**src/rtl/key_debounce_if.sv**
```systemverilog
// Key bundle between the push-button pads and the debouncer.
// The master drives the raw active-low keys; the slave returns the debounced state and pulses.
interface key_debounce_if #(
  parameter int unsigned NUM_KEYS = 4
);
  logic [NUM_KEYS-1:0] key_n;
  logic [NUM_KEYS-1:0] key_level;
  logic [NUM_KEYS-1:0] key_press;
  logic [NUM_KEYS-1:0] key_release;

  modport master (output key_n, input key_level, input key_press, input key_release);
  modport slave  (input key_n, output key_level, output key_press, output key_release);
endinterface

```
**src/rtl/key_debounce.sv**
```systemverilog
// Multi-channel push-button debouncer: 2-flop synchronizers, one shared 1 ms tick,
// and a per-key FSM that requires DEBOUNCE_MS stable ticks before accepting an edge.
module key_debounce #(
  parameter int unsigned TICK_CYCLES = 25000,
  parameter int unsigned DEBOUNCE_MS = 20,
  parameter int unsigned NUM_KEYS    = 4
) (
  input  logic          clk_25mhz,
  input  logic          rst,
  key_debounce_if.slave keys
);

  localparam int unsigned TICK_W = (TICK_CYCLES > 1) ? $clog2(TICK_CYCLES) : 1;
  localparam int unsigned MS_W   = 5;
  localparam logic [TICK_W-1:0] TICK_LAST = TICK_W'(TICK_CYCLES - 1);
  localparam logic [MS_W-1:0]   MS_LAST   = MS_W'(DEBOUNCE_MS - 1);

  typedef enum logic [1:0] {
    IDLE,
    PRESS_WAIT,
    PRESSED,
    RELEASE_WAIT
  } state_e;

  logic [NUM_KEYS-1:0] sync1;
  logic [NUM_KEYS-1:0] sync2;
  logic [NUM_KEYS-1:0] raw_pressed;
  logic [TICK_W-1:0]   tick_cnt;
  logic                tick;
  logic [NUM_KEYS-1:0] level_q;
  logic [NUM_KEYS-1:0] press_q;
  logic [NUM_KEYS-1:0] release_q;

  // Synchronizers reset to the released level so reset never looks like a press.
  always_ff @(posedge clk_25mhz or posedge rst) begin
    if (rst) begin
      sync1 <= '1;
      sync2 <= '1;
    end else begin
      sync1 <= keys.key_n;
      sync2 <= sync1;
    end
  end

  assign raw_pressed = ~sync2;

  always_ff @(posedge clk_25mhz or posedge rst) begin
    if (rst) begin
      tick_cnt <= '0;
    end else if (tick) begin
      tick_cnt <= '0;
    end else begin
      tick_cnt <= tick_cnt + TICK_W'(1);
    end
  end

  assign tick = (tick_cnt == TICK_LAST);

  for (genvar g = 0; g < NUM_KEYS; g++) begin : g_chan
    state_e          state_q;
    logic [MS_W-1:0] ms_cnt;
    logic            level_r;
    logic            press_r;
    logic            release_r;

    // Raw edges are tested before the tick so a coincident edge restarts the window.
    always_ff @(posedge clk_25mhz or posedge rst) begin
      if (rst) begin
        state_q   <= IDLE;
        ms_cnt    <= '0;
        level_r   <= 1'b0;
        press_r   <= 1'b0;
        release_r <= 1'b0;
      end else begin
        press_r   <= 1'b0;
        release_r <= 1'b0;
        case (state_q)
          IDLE: begin
            if (raw_pressed[g]) begin
              state_q <= PRESS_WAIT;
              ms_cnt  <= '0;
            end
          end
          PRESS_WAIT: begin
            if (!raw_pressed[g]) begin
              state_q <= IDLE;
            end else if (tick) begin
              if (ms_cnt == MS_LAST) begin
                state_q <= PRESSED;
                ms_cnt  <= '0;
                level_r <= 1'b1;
                press_r <= 1'b1;
              end else begin
                ms_cnt <= ms_cnt + MS_W'(1);
              end
            end
          end
          PRESSED: begin
            if (!raw_pressed[g]) begin
              state_q <= RELEASE_WAIT;
              ms_cnt  <= '0;
            end
          end
          RELEASE_WAIT: begin
            if (raw_pressed[g]) begin
              state_q <= PRESSED;
            end else if (tick) begin
              if (ms_cnt == MS_LAST) begin
                state_q   <= IDLE;
                ms_cnt    <= '0;
                level_r   <= 1'b0;
                release_r <= 1'b1;
              end else begin
                ms_cnt <= ms_cnt + MS_W'(1);
              end
            end
          end
          default: begin
            state_q <= IDLE;
            ms_cnt  <= '0;
            level_r <= 1'b0;
          end
        endcase
      end
    end

    assign level_q[g]   = level_r;
    assign press_q[g]   = press_r;
    assign release_q[g] = release_r;
  end

  assign keys.key_level   = level_q;
  assign keys.key_press   = press_q;
  assign keys.key_release = release_q;

endmodule

```
**src/flat_wrapper.sv**
```systemverilog
// flat-port wrapper written by rule: the top's interface ports become plain ports
module key_debounce_flat 
#(
  parameter int unsigned TICK_CYCLES = 25000,
  parameter int unsigned DEBOUNCE_MS = 20,
  parameter int unsigned NUM_KEYS    = 4
)
  (clk_25mhz, rst, keys_key_n, keys_key_level, keys_key_press, keys_key_release);
  key_debounce_if #(.NUM_KEYS(NUM_KEYS)) keys_i ();
  input  logic clk_25mhz;
  input  logic rst;
  input wire logic [$bits(keys_i.key_n)-1:0] keys_key_n;
  output wire logic [$bits(keys_i.key_level)-1:0] keys_key_level;
  output wire logic [$bits(keys_i.key_press)-1:0] keys_key_press;
  output wire logic [$bits(keys_i.key_release)-1:0] keys_key_release;
  assign keys_i.key_n = keys_key_n;
  assign keys_key_level = keys_i.key_level;
  assign keys_key_press = keys_i.key_press;
  assign keys_key_release = keys_i.key_release;
  key_debounce #(.TICK_CYCLES(TICK_CYCLES), .DEBOUNCE_MS(DEBOUNCE_MS), .NUM_KEYS(NUM_KEYS)) u_core (.clk_25mhz(clk_25mhz), .rst(rst), .keys(keys_i));
endmodule
```
**config.mk**
```make
export PLATFORM = sky130hd
export DESIGN_NAME = key_debounce_flat
export DESIGN_NICKNAME = d
export VERILOG_FILES = /design/src/rtl/key_debounce_if.sv /design/src/rtl/key_debounce.sv /design/src/flat_wrapper.sv
export SDC_FILE = /design/constraint.sdc
export NUM_CORES = 1
export LEC_CHECK = 0
export ABC_AREA = 1
export BUFFER_PORTS_ARGS = -buffer_cell sky130_fd_sc_hd__buf_2
export CORE_MARGIN = 4
export CORE_UTILIZATION = 49
export DETAILED_ROUTE_END_ITERATION = 8
export PLACE_DENSITY = 0.7
export SLEW_MARGIN = 15
export SYNTH_ARGS = -nofsm -noshare
export SYNTH_HDL_FRONTEND = slang
export SYNTH_SLANG_ARGS = --single-unit
```
**constraint.sdc**
```tcl
create_clock -name clk_25mhz -period 2.4 [get_ports clk_25mhz]
set_clock_uncertainty 0.15 [all_clocks]
set_input_delay 0.48 -clock clk_25mhz [delete_from_list [all_inputs] [get_ports clk_25mhz]]
set_output_delay 0.48 -clock clk_25mhz [all_outputs]
set_load 0.005 [all_outputs]
```
==> flow_metrics.env, run 1 <==
export IMPL_run_status="complete, no violations"
export IMPL_routed_length_on_met2_mm=2.91
export IMPL_timing_final_crit_share_pct=73.5
export IMPL_worst_skew_pair_late_latency_ns=0.34
export IMPL_detail_route_wirelength_met1_mm=2.87
export IMPL_period_needed_ns=1.76
export IMPL_synth_cell_area_sq_mm=0.00328
export IMPL_dpl_instance_area_sq_mm=0.00338
export IMPL_multi_input_combinational_cell_area_sq_mm=0.00138
export IMPL_post_layout_nonfiller_instances=511
export IMPL_leakage_nw=1.95
export IMPL_seqCellArea_sq_mm=0.00159
export IMPL_placedCellCount=494
export IMPL_timing_reg2reg_setup_slack_ns=0.64
export IMPL_clockRootBuffer="sky130_fd_sc_hd__clkbuf_8"
export IMPL_seq_area_frac_synth_pct=48.4
export IMPL_slew_headroom_pct=67.2
export IMPL_report_final_hold_viol_count=0
export IMPL_timing_worst_slew_pin_value_ns=0.489
export IMPL_overall_power_of_the_completed_layout_mw=2.14
export IMPL_antenna_violations_before_repair=0
export IMPL_cts_repair_resized=0
export IMPL_io_buffers=17
export IMPL_timing_setup_critical_path_class="register to register"
export IMPL_drt_vias_per_instance=5.07
export IMPL_die_area_sq_mm=0.00806
export IMPL_syn_to_final_growth_pct=9.62
export IMPL_avgRoutedWirePerCell_um=12.1
export IMPL_antenna_cells_inserted=0
export IMPL_clkPwrFrac_pct=42.8
export IMPL_tritoncts="yes"
export IMPL_syn_inst=411
export IMPL_routed_wirelength_mm=6.18
export IMPL_post_synth_net_total=422
export IMPL_postSynthRegisterBits=63
export IMPL_final_wtd_congestion=0.867
export IMPL_cts_htree_levels=3
export IMPL_max_freq_mhz=567
export IMPL_final_non_filler_cell_area_sq_mm=0.00359
export IMPL_ys_warn_count=0
export IMPL_dr_wl_met3_um=259
export IMPL_highest_metal_used="met4"
export IMPL_grt_max_degree=27
export IMPL_cts_inserted_buffers=9
export IMPL_std_cell_rows=29
export IMPL_hold_path_class="input port to register"
export IMPL_drt_first_iter_violations=106
export IMPL_die_y_um=89.8
export IMPL_timing_critical_path_to_type="register"
export IMPL_via_count_of_the_first_global_routing_pass=2587
export IMPL_final_setup_viol_count=0
export IMPL_clkSinkCount=63
export IMPL_power_ir_vdd_worst_mv=0.350
export IMPL_seqPwrFrac_pct=52.3
export IMPL_p_sw_share_pct=23.9
export IMPL_layout_nets=440
export IMPL_final_cell_mix="sky130_fd_sc_hd__nand2_1, sky130_fd_sc_hd__dfrtp_1, sky130_fd_sc_hd__nor2_1, sky130_fd_sc_hd__nand3_1, sky130_fd_sc_hd__inv_1"
export IMPL_gr_usage_all_layers_pct=17.2
export IMPL_die_w_um=89.8
export IMPL_layout_commonest_cell="sky130_fd_sc_hd__nand2_1"
export IMPL_synth_avg_cell_area_sq_um=7.97
export IMPL_dr_total_vias=2592
export IMPL_share_of_final_layout_standard_cells_stronger_than_drive_strength_1_pct=15.9
export IMPL_slew_violations=0
export IMPL_power_density_cell_area_mw_per_mm2=596
export IMPL_ioPinCount=18
export IMPL_drt_drc_violations_left=0
export IMPL_setup_repair_after_global_routing_missed_its_margin="false"
export IMPL_netSwitchingPower_mw=0.511
export IMPL_core_area_sq_mm=0.00642
export IMPL_fillers=590
export IMPL_max_cap_violations=0
export IMPL_internal_power_mw=1.63
export IMPL_power_share_combinational_pct=4.9
export IMPL_netlist_cell_types=27
export IMPL_dr_pass1_iters=5
export IMPL_hold_ws_ns=0.0857
export IMPL_clkSlewWorstSetupHoldPaths_ns=0.07
export IMPL_crit_path_max_fanout=6
export IMPL_globalRoute_totalOverflow=0
export IMPL_worstPathArrival_ns=1.84
export IMPL_global_route_wire_length_before_repair_mm=11.5
export IMPL_max_clock_path_buffers=2
export IMPL_crit_path_start_kind="register"
export IMPL_final_antenna_net_count=0
export IMPL_effective_utilization_at_floorplan_pct=51.0
export IMPL_setup_tns_ns=0
export IMPL_place_hpwl_mm=4.57
export IMPL_post_cts_setup_buffers=0
export IMPL_worst_endpoint_required_ns=2.48
## worst max-delay path, stage by stage (launching register included)
cell and delay (ns):
sky130_fd_sc_hd__dfrtp_1 0.37, sky130_fd_sc_hd__ha_1 0.20, sky130_fd_sc_hd__nand2_1 0.12, sky130_fd_sc_hd__inv_2 0.11, sky130_fd_sc_hd__nand2_2 0.07, sky130_fd_sc_hd__nor2_4 0.11, sky130_fd_sc_hd__nand2_2 0.15, sky130_fd_sc_hd__nand2_2 0.15
sky130_fd_sc_hd__nand2_2 0.10, sky130_fd_sc_hd__nand2_1 0.08, sky130_fd_sc_hd__nand2_1 0.05
## state kept, by name, summed over array words and instances, names as in the netlist, named ones only
name                     cells
u_core.g_chan.state_q        4
u_core.g_chan.ms_cnt        20
u_core.g_chan.release_r      4
u_core.sync1                 4
u_core.tick_cnt             15
u_core.g_chan.press_r        4
u_core.sync2                 4
u_core.g_chan.level_r        4
## logic make-up (layout without fill, tap and decap cells)
| group | after synthesis | after routing | share of synthesized area [%] |
|---|---|---|---|
| adders and majority gates | 5 | 5 | 1.91 |
| buffers and inverters | 68 | 91 | 9.43 |
| xor gates and xnor gates | 13 | 13 | 3.47 |
| and+or+nand+nor | 252 | 252 | 35.1 |
| DFF | 63 | 63 | 48.4 |
| AOI/OAI and AO/OA | 10 | 10 | 1.68 |
## layer usage
metal  GRT usage, %  vias up
li1               -     1330
met1           22.5     1195
met2           27.9       54
met3           2.84       13
met4           8.56        0
met5              0        -
## Yosys cell counts
cell,number,area (sq um)
sky130_fd_sc_hd__a21oi_1,5,25.0
sky130_fd_sc_hd__a31oi_1,2,12.5
sky130_fd_sc_hd__buf_4,12,90.1
sky130_fd_sc_hd__buf_6,1,11.3
sky130_fd_sc_hd__clkinv_1,1,3.75
sky130_fd_sc_hd__clkinv_2,1,5.00
sky130_fd_sc_hd__dfrtp_1,55,1380
sky130_fd_sc_hd__dfstp_2,8,210
sky130_fd_sc_hd__ha_1,5,62.6
sky130_fd_sc_hd__inv_1,48,180
sky130_fd_sc_hd__inv_2,5,18.8
sky130_fd_sc_hd__nand2_1,104,390
sky130_fd_sc_hd__nand2_2,11,68.8
sky130_fd_sc_hd__nand3_1,48,240
sky130_fd_sc_hd__nand3_4,1,17.5
sky130_fd_sc_hd__nand4_1,17,106
sky130_fd_sc_hd__nor2_1,50,188
sky130_fd_sc_hd__nor2_2,4,25.0
sky130_fd_sc_hd__nor2_4,1,11.3
sky130_fd_sc_hd__nor2_8,1,20.0
sky130_fd_sc_hd__nor3_1,13,65.1
sky130_fd_sc_hd__nor3_2,1,10.0
sky130_fd_sc_hd__nor3b_1,1,7.51
sky130_fd_sc_hd__o21ai_0,2,10.0
sky130_fd_sc_hd__o21bai_1,1,7.51
sky130_fd_sc_hd__xnor2_1,7,61.3
sky130_fd_sc_hd__xor2_1,6,52.6
## final cells by class
class	instances	area share (%)
Clock inverter	6	1.67
Sequential cell	63	44.2
Multi-Input combinational cell	280	38.5
Inverter	55	5.78
Clock buffer	10	3.83
Timing Repair Buffer	20	3.41
Tap cell	77	2.68
## final timing paths
check                                    from                          to  cells past startpoint
setup / recovery           u_core.tick_cnt[0]  u_core.g_chan[2].ms_cnt[2]                     10
hold / removal                  keys_key_n[1]             u_core.sync1[1]                      1
setup reg to reg           u_core.tick_cnt[0]  u_core.g_chan[2].ms_cnt[2]                     10
hold reg to reg               u_core.sync1[0]             u_core.sync2[0]                      0
max in group asynchronous                 rst             u_core.sync2[2]                      4
min in group asynchronous                 rst  u_core.g_chan[3].ms_cnt[1]                      3
## metrics by stage
step | setup WS [ns] | util (%)
floorplan | 0.213 | -
global placement | 0.697 | 52.7
detailed placement | 0.622 | 52.7
CTS | 0.619 | 55.9
global route | 0.427 | 55.9
finish | 0.637 | 55.9
## power by group through the flow
stage	registers (mW)	clock network [mW]	logic [mW]
after floorplan	1.13	0	0.0754
after global placement	1.14	0	0.0999
after detailed placement	1.14	0	0.105
after CTS	1.12	0.941	0.107
after global routing	1.12	0.982	0.125
final	1.12	0.917	0.104
## repair_timing
item | 4_1_cts | 5_1_grt
setup endpoints to repair | 0 | 0
hold buffers | 1 | 0
endpoints found under the hold margin | 12 | 0
(Power assumes the default switching activity.)
==> run 2, diff against run 1 <==
Settings changed: ABC_AREA 1 to 0.
Clock period 2.4 ns to 1.81 ns, I/O delays scaled along.
==> run 2 against run 1 <==
Net effect:
- the run now ends with setup timing left
- non-clock buffer count is 60 higher
- fmax down 17%
- via count increased by 2.3%
- synthesized cell count shrank 27%
- final cell count down 12%
- sequential share of layout area down 6.4 points
- synthesized area down 5.4%
- clock power rose by 47%
==> flow_metrics.env, run 2 <==
export IMPL_run_status="finished, violations left"
export IMPL_violations_in_the_final_reports="setup timing"
export IMPL_layout_nets=380
export IMPL_share_of_final_layout_standard_cells_stronger_than_drive_strength_1_pct=38.5
export IMPL_global_route_wire_length_before_repair_mm=12.5
export IMPL_ranking_of_synthesized_cells_by_instance_count="sky130_fd_sc_hd__dfrtp_1, sky130_fd_sc_hd__nand3_1, sky130_fd_sc_hd__nand2_1, sky130_fd_sc_hd__nor2_1, sky130_fd_sc_hd__o21ai_0"
export IMPL_hold_path_class="register to register"
export IMPL_die_w_um=87.5
export IMPL_postSynthRegisterBits=63
export IMPL_die_area_sq_mm=0.00766
export IMPL_ys_warn_count=0
export IMPL_die_y_um=87.5
export IMPL_final_non_filler_cell_area_sq_mm=0.00420
export IMPL_layout_core_utilization_pct=69.7
export IMPL_post_synth_net_total=309
export IMPL_syn_inst=298
export IMPL_synthDominantCellAreaShare_pct=44.4
export IMPL_crit_path_max_fanout=5
export IMPL_routed_wirelength_mm=7.47
export IMPL_detailedPlace_worstSlack_ns=-0.389
export IMPL_layout_commonest_cell="sky130_fd_sc_hd__dfrtp_1"
export IMPL_critical_path_top_delay_family="simple AND/OR/NAND/NOR gates"
export IMPL_dpl_instance_area_sq_mm=0.00354
export IMPL_core_area_sq_mm=0.00603
export IMPL_gr_usage_all_layers_pct=21.2
export IMPL_async_reset_ff_share_pct=100
export IMPL_report_final_hold_viol_count=0
export IMPL_grt_max_degree=31
export IMPL_syn_to_final_growth_pct=35.4
export IMPL_clockRootBuffer="sky130_fd_sc_hd__clkbuf_8"
export IMPL_avgRoutedWirePerCell_um=16.6
export IMPL_effective_utilization_at_floorplan_pct=51.5
export IMPL_synth_cell_area_sq_mm=0.00310
export IMPL_slew_violations=0
export IMPL_power_density_cell_area_mw_per_mm2=692
export IMPL_max_freq_mhz=472
export IMPL_timing_worst_slew_pin_value_ns=0.504
export IMPL_worstPathArrival_ns=2.19
export IMPL_post_synth_main_area_contributors="sky130_fd_sc_hd__dfrtp_1, sky130_fd_sc_hd__dfstp_2, sky130_fd_sc_hd__nand3_1"
export IMPL_drt_first_iter_violations=150
export IMPL_via_count_of_the_first_global_routing_pass=2695
export IMPL_max_cap_violations=0
export IMPL_fillers=430
export IMPL_globalRoute_totalOverflow=0
export IMPL_clkSlewWorstSetupHoldPaths_ns=0.06
export IMPL_cts_inserted_buffers=9
export IMPL_dr_pass1_iters=5
export IMPL_dr_total_vias=2651
export IMPL_tritoncts="yes"
export IMPL_synth_avg_cell_area_sq_um=10.4
export IMPL_final_setup_viol_count=48
export IMPL_antenna_violations_before_repair=0
export IMPL_drt_vias_per_instance=5.90
export IMPL_synthFlopType="sky130_fd_sc_hd__dfrtp_1"
export IMPL_largest_registers="u_core.g_chan.ms_cnt (20), u_core.tick_cnt (15)"
export IMPL_timing_critical_path_slowest_stage_cell="sky130_fd_sc_hd__or4_4"
export IMPL_clkSinkCount=63
export IMPL_timing_final_crit_share_pct=117
export IMPL_hold_ws_ns=0.207
export IMPL_seq_area_frac_synth_pct=51.2
export IMPL_register_with_the_highest_flop_count="u_core.g_chan.ms_cnt"
export IMPL_crit_path_start_kind="register"
export IMPL_cell_accounting_for_the_most_synthesized_area="sky130_fd_sc_hd__dfrtp_1"
export IMPL_final_antenna_net_count=0
export IMPL_timing_critical_path_to_type="register"
export IMPL_netlist_cell_types=48
export IMPL_max_clock_path_buffers=2
export IMPL_place_hpwl_mm=4.43
export IMPL_timing_setup_critical_path_class="register to register"
export IMPL_leakage_nw=1.87
export IMPL_period_needed_ns=2.12
export IMPL_timing_critical_path_cells="or4b_4 > or4_4 > o221ai_1 > o21ai_1"
export IMPL_setup_repair_after_global_routing_missed_its_margin="true"
export IMPL_worst_endpoint_required_ns=1.88
export IMPL_cts_htree_levels=3
export IMPL_std_cell_rows=28
export IMPL_ioPinCount=18
export IMPL_worst_skew_pair_late_latency_ns=0.34
export IMPL_cp_slowest_stage_delay_ns=0.60
export IMPL_largest_register_ffs=20
export IMPL_drt_drc_violations_left=0
export IMPL_overall_power_of_the_completed_layout_mw=2.90
export IMPL_seqCellArea_sq_mm=0.00159
export IMPL_final_cell_mix="sky130_fd_sc_hd__dfrtp_1, sky130_fd_sc_hd__buf_4, sky130_fd_sc_hd__nand3_1, sky130_fd_sc_hd__nand2_1, sky130_fd_sc_hd__buf_2"
export IMPL_io_buffers=17
export IMPL_yosys_cell_count_top_type="sky130_fd_sc_hd__dfrtp_1"
export IMPL_post_route_worst_setup_slack_ns=-0.308
export IMPL_synth_edf_count=0
export IMPL_multi_input_combinational_cell_area_sq_mm=0.00163
export IMPL_worst_path_buf_inv=0
export IMPL_slew_headroom_pct=66.4
export IMPL_antenna_cells_inserted=0
export IMPL_power_ir_vdd_worst_mv=0.475
export IMPL_final_wtd_congestion=0.881
[run 2: cell count changes in the layout (fill, tap and decap cells not counted), moves of 9 or more]
cell | before | now
sky130_fd_sc_hd__nand2_1 | 104 | 21
sky130_fd_sc_hd__inv_1 | 47 | 1
sky130_fd_sc_hd__buf_4 | 1 | 43
sky130_fd_sc_hd__nor2_1 | 50 | 12
sky130_fd_sc_hd__nand3_1 | 48 | 30
sky130_fd_sc_hd__nor3_1 | 13 | 1
sky130_fd_sc_hd__buf_6 | 0 | 10
sky130_fd_sc_hd__nand2_2 | 11 | 2
sky130_fd_sc_hd__o21ai_1 | 0 | 9
[run 2: final timing paths]
path	start	slack (ns)	depth (start not counted)	endpoint
max	u_core.tick_cnt[6]	-0.31	4	u_core.g_chan[0].ms_cnt[3]
min	u_core.sync1[1]	0.21	0	u_core.sync2[1]
max reg2reg	u_core.tick_cnt[6]	-0.31	4	u_core.g_chan[0].ms_cnt[3]
min reg2reg	u_core.sync1[1]	0.21	0	u_core.sync2[1]
max in group asynchronous	rst	0.58	4	u_core.sync2[3]
min in group asynchronous	rst	0.40	3	u_core.g_chan[2].release_r
[run 2: logic make-up (layout without fill, tap and decap cells)]
family	Yosys count	after routing	share of synthesized area (%)
compound gates	44	44	10.1
xor+xnor	20	20	5.65
fa+ha+maj	5	5	2.02
buf+inv	24	98	5.13
flops	63	63	51.2
mux	1	1	0.323
simple gates	141	143	25.6
[run 2: where the power goes]
part | switching [mW] | internal, mW | total (mW)
combinational | 0.0548 | 0.0371 | 0.0919
clock | 0.542 | 0.810 | 1.35
sequential | 0.0317 | 1.43 | 1.46
[run 2: through the flow]
stage	instances	TNS, ns
6_report	449	-8.73
3_3_place_gp	419	-8.58
3_5_place_dp	419	-10.06
2_1_floorplan	298	-8.31
5_1_grt	449	-11.89
4_1_cts	449	-8.29
[run 2: worst reg2reg max path, stage by stage (launching register included)]
cell and delay [ns]:
sky130_fd_sc_hd__dfrtp_1 0.38, sky130_fd_sc_hd__or4b_4 0.59, sky130_fd_sc_hd__or4_4 0.60, sky130_fd_sc_hd__o221ai_1 0.20
sky130_fd_sc_hd__o21ai_1 0.09
[run 2: repair_timing]
action                                  4_1_cts  5_1_grt
hold buffers                                  5        0
buffers inserted                              6        1
gates cloned                                  3        0
pin swaps                                    36       10
endpoints found under the hold margin        16        0
endpoints found under the setup margin       48       50
gates resized for setup                      65       18
[run 2: layer usage]
| layer | up-vias | global-route usage [%] | part of all wire (%) |
|---|---|---|---|
| li1 | 1238 | - | - |
| met1 | 1342 | 26.1 | 44 |
| met2 | 53 | 35.5 | 50 |
| met3 | 18 | 3.76 | 3.4 |
| met4 | 0 | 11.4 | 2.4 |
| met5 | - | 0 | 0 |
[run 2: cell type report]
type                            instances  area share, %
Sequential cell                        63           37.8
Inverter                                2          0.268
Timing Repair Buffer                   80           15.7
Tap cell                               75           2.24
Clock buffer                           12           3.46
Multi-Input combinational cell        213           38.8
Clock inverter                          4           1.67
==> run 3, diff against run 2 <==
Settings changed: SKIP_CTS_REPAIR_TIMING set to 1.
==> run 3 against run 2 <==
Net effect:
- the flow still finishes with violations (setup timing)
- setup slack worse by 0.013 ns
- global-route usage is 2.9 points lower
- non-clock buffer count shrank 2
- core utilization rose by 0.42 points
- sequential cell count unchanged
- final cell count fell by 0.45%
- critical path type unchanged
- critical endpoint is now u_core.g_chan[1].ms_cnt[4]
==> flow_metrics.env, run 3 (synthesized netlist as in run 2, its figures left out) <==
export IMPL_run_status="finished, violations left"
export IMPL_violations_in_the_final_reports="setup timing"
export IMPL_timing_worst_slew_pin_value_ns=0.532
export IMPL_antenna_violations_before_repair=0
export IMPL_largest_register_ffs=20
export IMPL_layout_commonest_cell="sky130_fd_sc_hd__dfrtp_1"
export IMPL_register_with_the_highest_flop_count="u_core.g_chan.ms_cnt"
export IMPL_p_sw_share_pct=21.5
export IMPL_max_clock_path_buffers=2
export IMPL_timing_setup_critical_path_class="register to register"
export IMPL_timing_critical_path_cells="or4b_4 > or4_4 > o221ai_2 > o41ai_1"
export IMPL_timing_critical_path_to_type="register"
export IMPL_crit_path_max_fanout=9
export IMPL_drt_first_iter_violations=135
export IMPL_worst_path_buf_inv=0
export IMPL_worst_endpoint_required_ns=1.88
export IMPL_post_route_worst_setup_slack_ns=-0.321
export IMPL_hold_path_class="register to register"
export IMPL_globalRoute_totalOverflow=0
export IMPL_critical_path_top_delay_family="simple AND/OR/NAND/NOR gates"
export IMPL_die_area_sq_mm=0.00766
export IMPL_dr_pass1_iters=4
export IMPL_max_freq_mhz=469
export IMPL_drt_vias_per_instance=5.85
export IMPL_crit_path_start_kind="register"
export IMPL_std_cell_rows=28
export IMPL_grt_max_degree=31
export IMPL_layout_core_utilization_pct=70.1
export IMPL_netSwitchingPower_mw=0.622
export IMPL_power_ir_vdd_worst_mv=0.519
export IMPL_final_cell_mix="sky130_fd_sc_hd__dfrtp_1, sky130_fd_sc_hd__buf_4, sky130_fd_sc_hd__nand3_1, sky130_fd_sc_hd__nand2_1, sky130_fd_sc_hd__buf_2"
export IMPL_worst_skew_pair_late_latency_ns=0.34
export IMPL_final_antenna_net_count=0
export IMPL_overall_power_of_the_completed_layout_mw=2.90
export IMPL_setup_repair_after_global_routing_missed_its_margin="true"
export IMPL_final_wtd_congestion=0.881
export IMPL_ioPinCount=18
export IMPL_tritoncts="yes"
export IMPL_place_hpwl_mm=4.43
export IMPL_core_area_sq_mm=0.00603
export IMPL_clockRootBuffer="sky130_fd_sc_hd__clkbuf_8"
export IMPL_die_y_um=87.5
export IMPL_timing_final_crit_share_pct=118
export IMPL_cts_inserted_buffers=9
export IMPL_cts_htree_levels=3
export IMPL_clkSlewWorstSetupHoldPaths_ns=0.07
export IMPL_slew_violations=0
export IMPL_max_cap_violations=0
export IMPL_gr_usage_all_layers_pct=18.3
export IMPL_drt_drc_violations_left=0
export IMPL_largest_registers="u_core.g_chan.ms_cnt (20), u_core.tick_cnt (15)"
export IMPL_clkPwrFrac_pct=46.4
export IMPL_leakage_nw=1.86
export IMPL_routed_wirelength_mm=7.38
export IMPL_avgRoutedWirePerCell_um=16.5
export IMPL_worstPathArrival_ns=2.20
export IMPL_seqPwrFrac_pct=50.4
export IMPL_share_of_final_layout_standard_cells_stronger_than_drive_strength_1_pct=39.2
export IMPL_cp_slowest_stage_delay_ns=0.64
export IMPL_layout_nets=378
export IMPL_dr_total_vias=2613
export IMPL_clkSinkCount=63
export IMPL_effective_utilization_at_floorplan_pct=51.5
export IMPL_power_share_combinational_pct=3.2
export IMPL_report_final_hold_viol_count=0
export IMPL_syn_to_final_growth_pct=36.2
export IMPL_period_needed_ns=2.13
export IMPL_global_route_wire_length_before_repair_mm=10.9
export IMPL_timing_critical_path_slowest_stage_cell="sky130_fd_sc_hd__or4_4"
export IMPL_internal_power_mw=2.28
export IMPL_detailedPlace_worstSlack_ns=-0.389
export IMPL_setup_tns_ns=-10.21
export IMPL_slew_headroom_pct=64.5
export IMPL_io_buffers=17
export IMPL_power_density_cell_area_mw_per_mm2=686
export IMPL_via_count_of_the_first_global_routing_pass=2492
export IMPL_antenna_cells_inserted=0
export IMPL_final_setup_viol_count=48
export IMPL_die_w_um=87.5
run 3: power groups by stage:
stage / clock network [mW] / logic (mW) / registers, mW
floorplan: 0 / 0.0553 / 1.46
global placement: 0 / 0.0807 / 1.48
detailed placement: 0 / 0.0816 / 1.48
CTS: 1.37 / 0.0824 / 1.45
global route: 1.42 / 0.102 / 1.46
finish: 1.35 / 0.0916 / 1.46
run 3: area by class of cell:
cell class                      count  area (sq um)
Clock buffer                       12           145
Clock inverter                      4          70.1
Fill cell                         426          1800
Inverter                            2          11.3
Multi-Input combinational cell    213          1670
Sequential cell                    63          1590
Tap cell                           75          93.8
Timing Repair Buffer               78           649
run 3: per-layer routing:
metal	wire length, um	GRT usage [%]
met5	0	0
met3	285	3.57
met4	196	10.6
met1	3150	22.4
met2	3750	30.1
run 3: per-stage QoR:
stage | area (sq um) | hold slack [ns] | cells
after floorplan | 3110 | 0.195 | 298
after global placement | 3540 | 0.196 | 419
after detailed placement | 3540 | 0.197 | 419
after CTS | 3750 | -0.158 | 435
after global routing | 4220 | 0.209 | 447
final | 4220 | 0.207 | 447
run 3: path summary, 6_finish.rpt:
| check | from | to | cells after the start | slack [ns] |
|---|---|---|---|---|
| worst min register to register | u_core.sync1[1] | u_core.sync2[1] | 0 | 0.21 |
| worst min-delay path | u_core.sync1[1] | u_core.sync2[1] | 0 | 0.21 |
| max in group asynchronous | rst | u_core.sync1[3] | 4 | 0.58 |
| min in group asynchronous | rst | u_core.g_chan[2].release_r | 3 | 0.39 |
| worst max register to register | u_core.tick_cnt[4] | u_core.g_chan[1].ms_cnt[4] | 4 | -0.32 |
| worst max-delay path | u_core.tick_cnt[4] | u_core.g_chan[1].ms_cnt[4] | 4 | -0.32 |
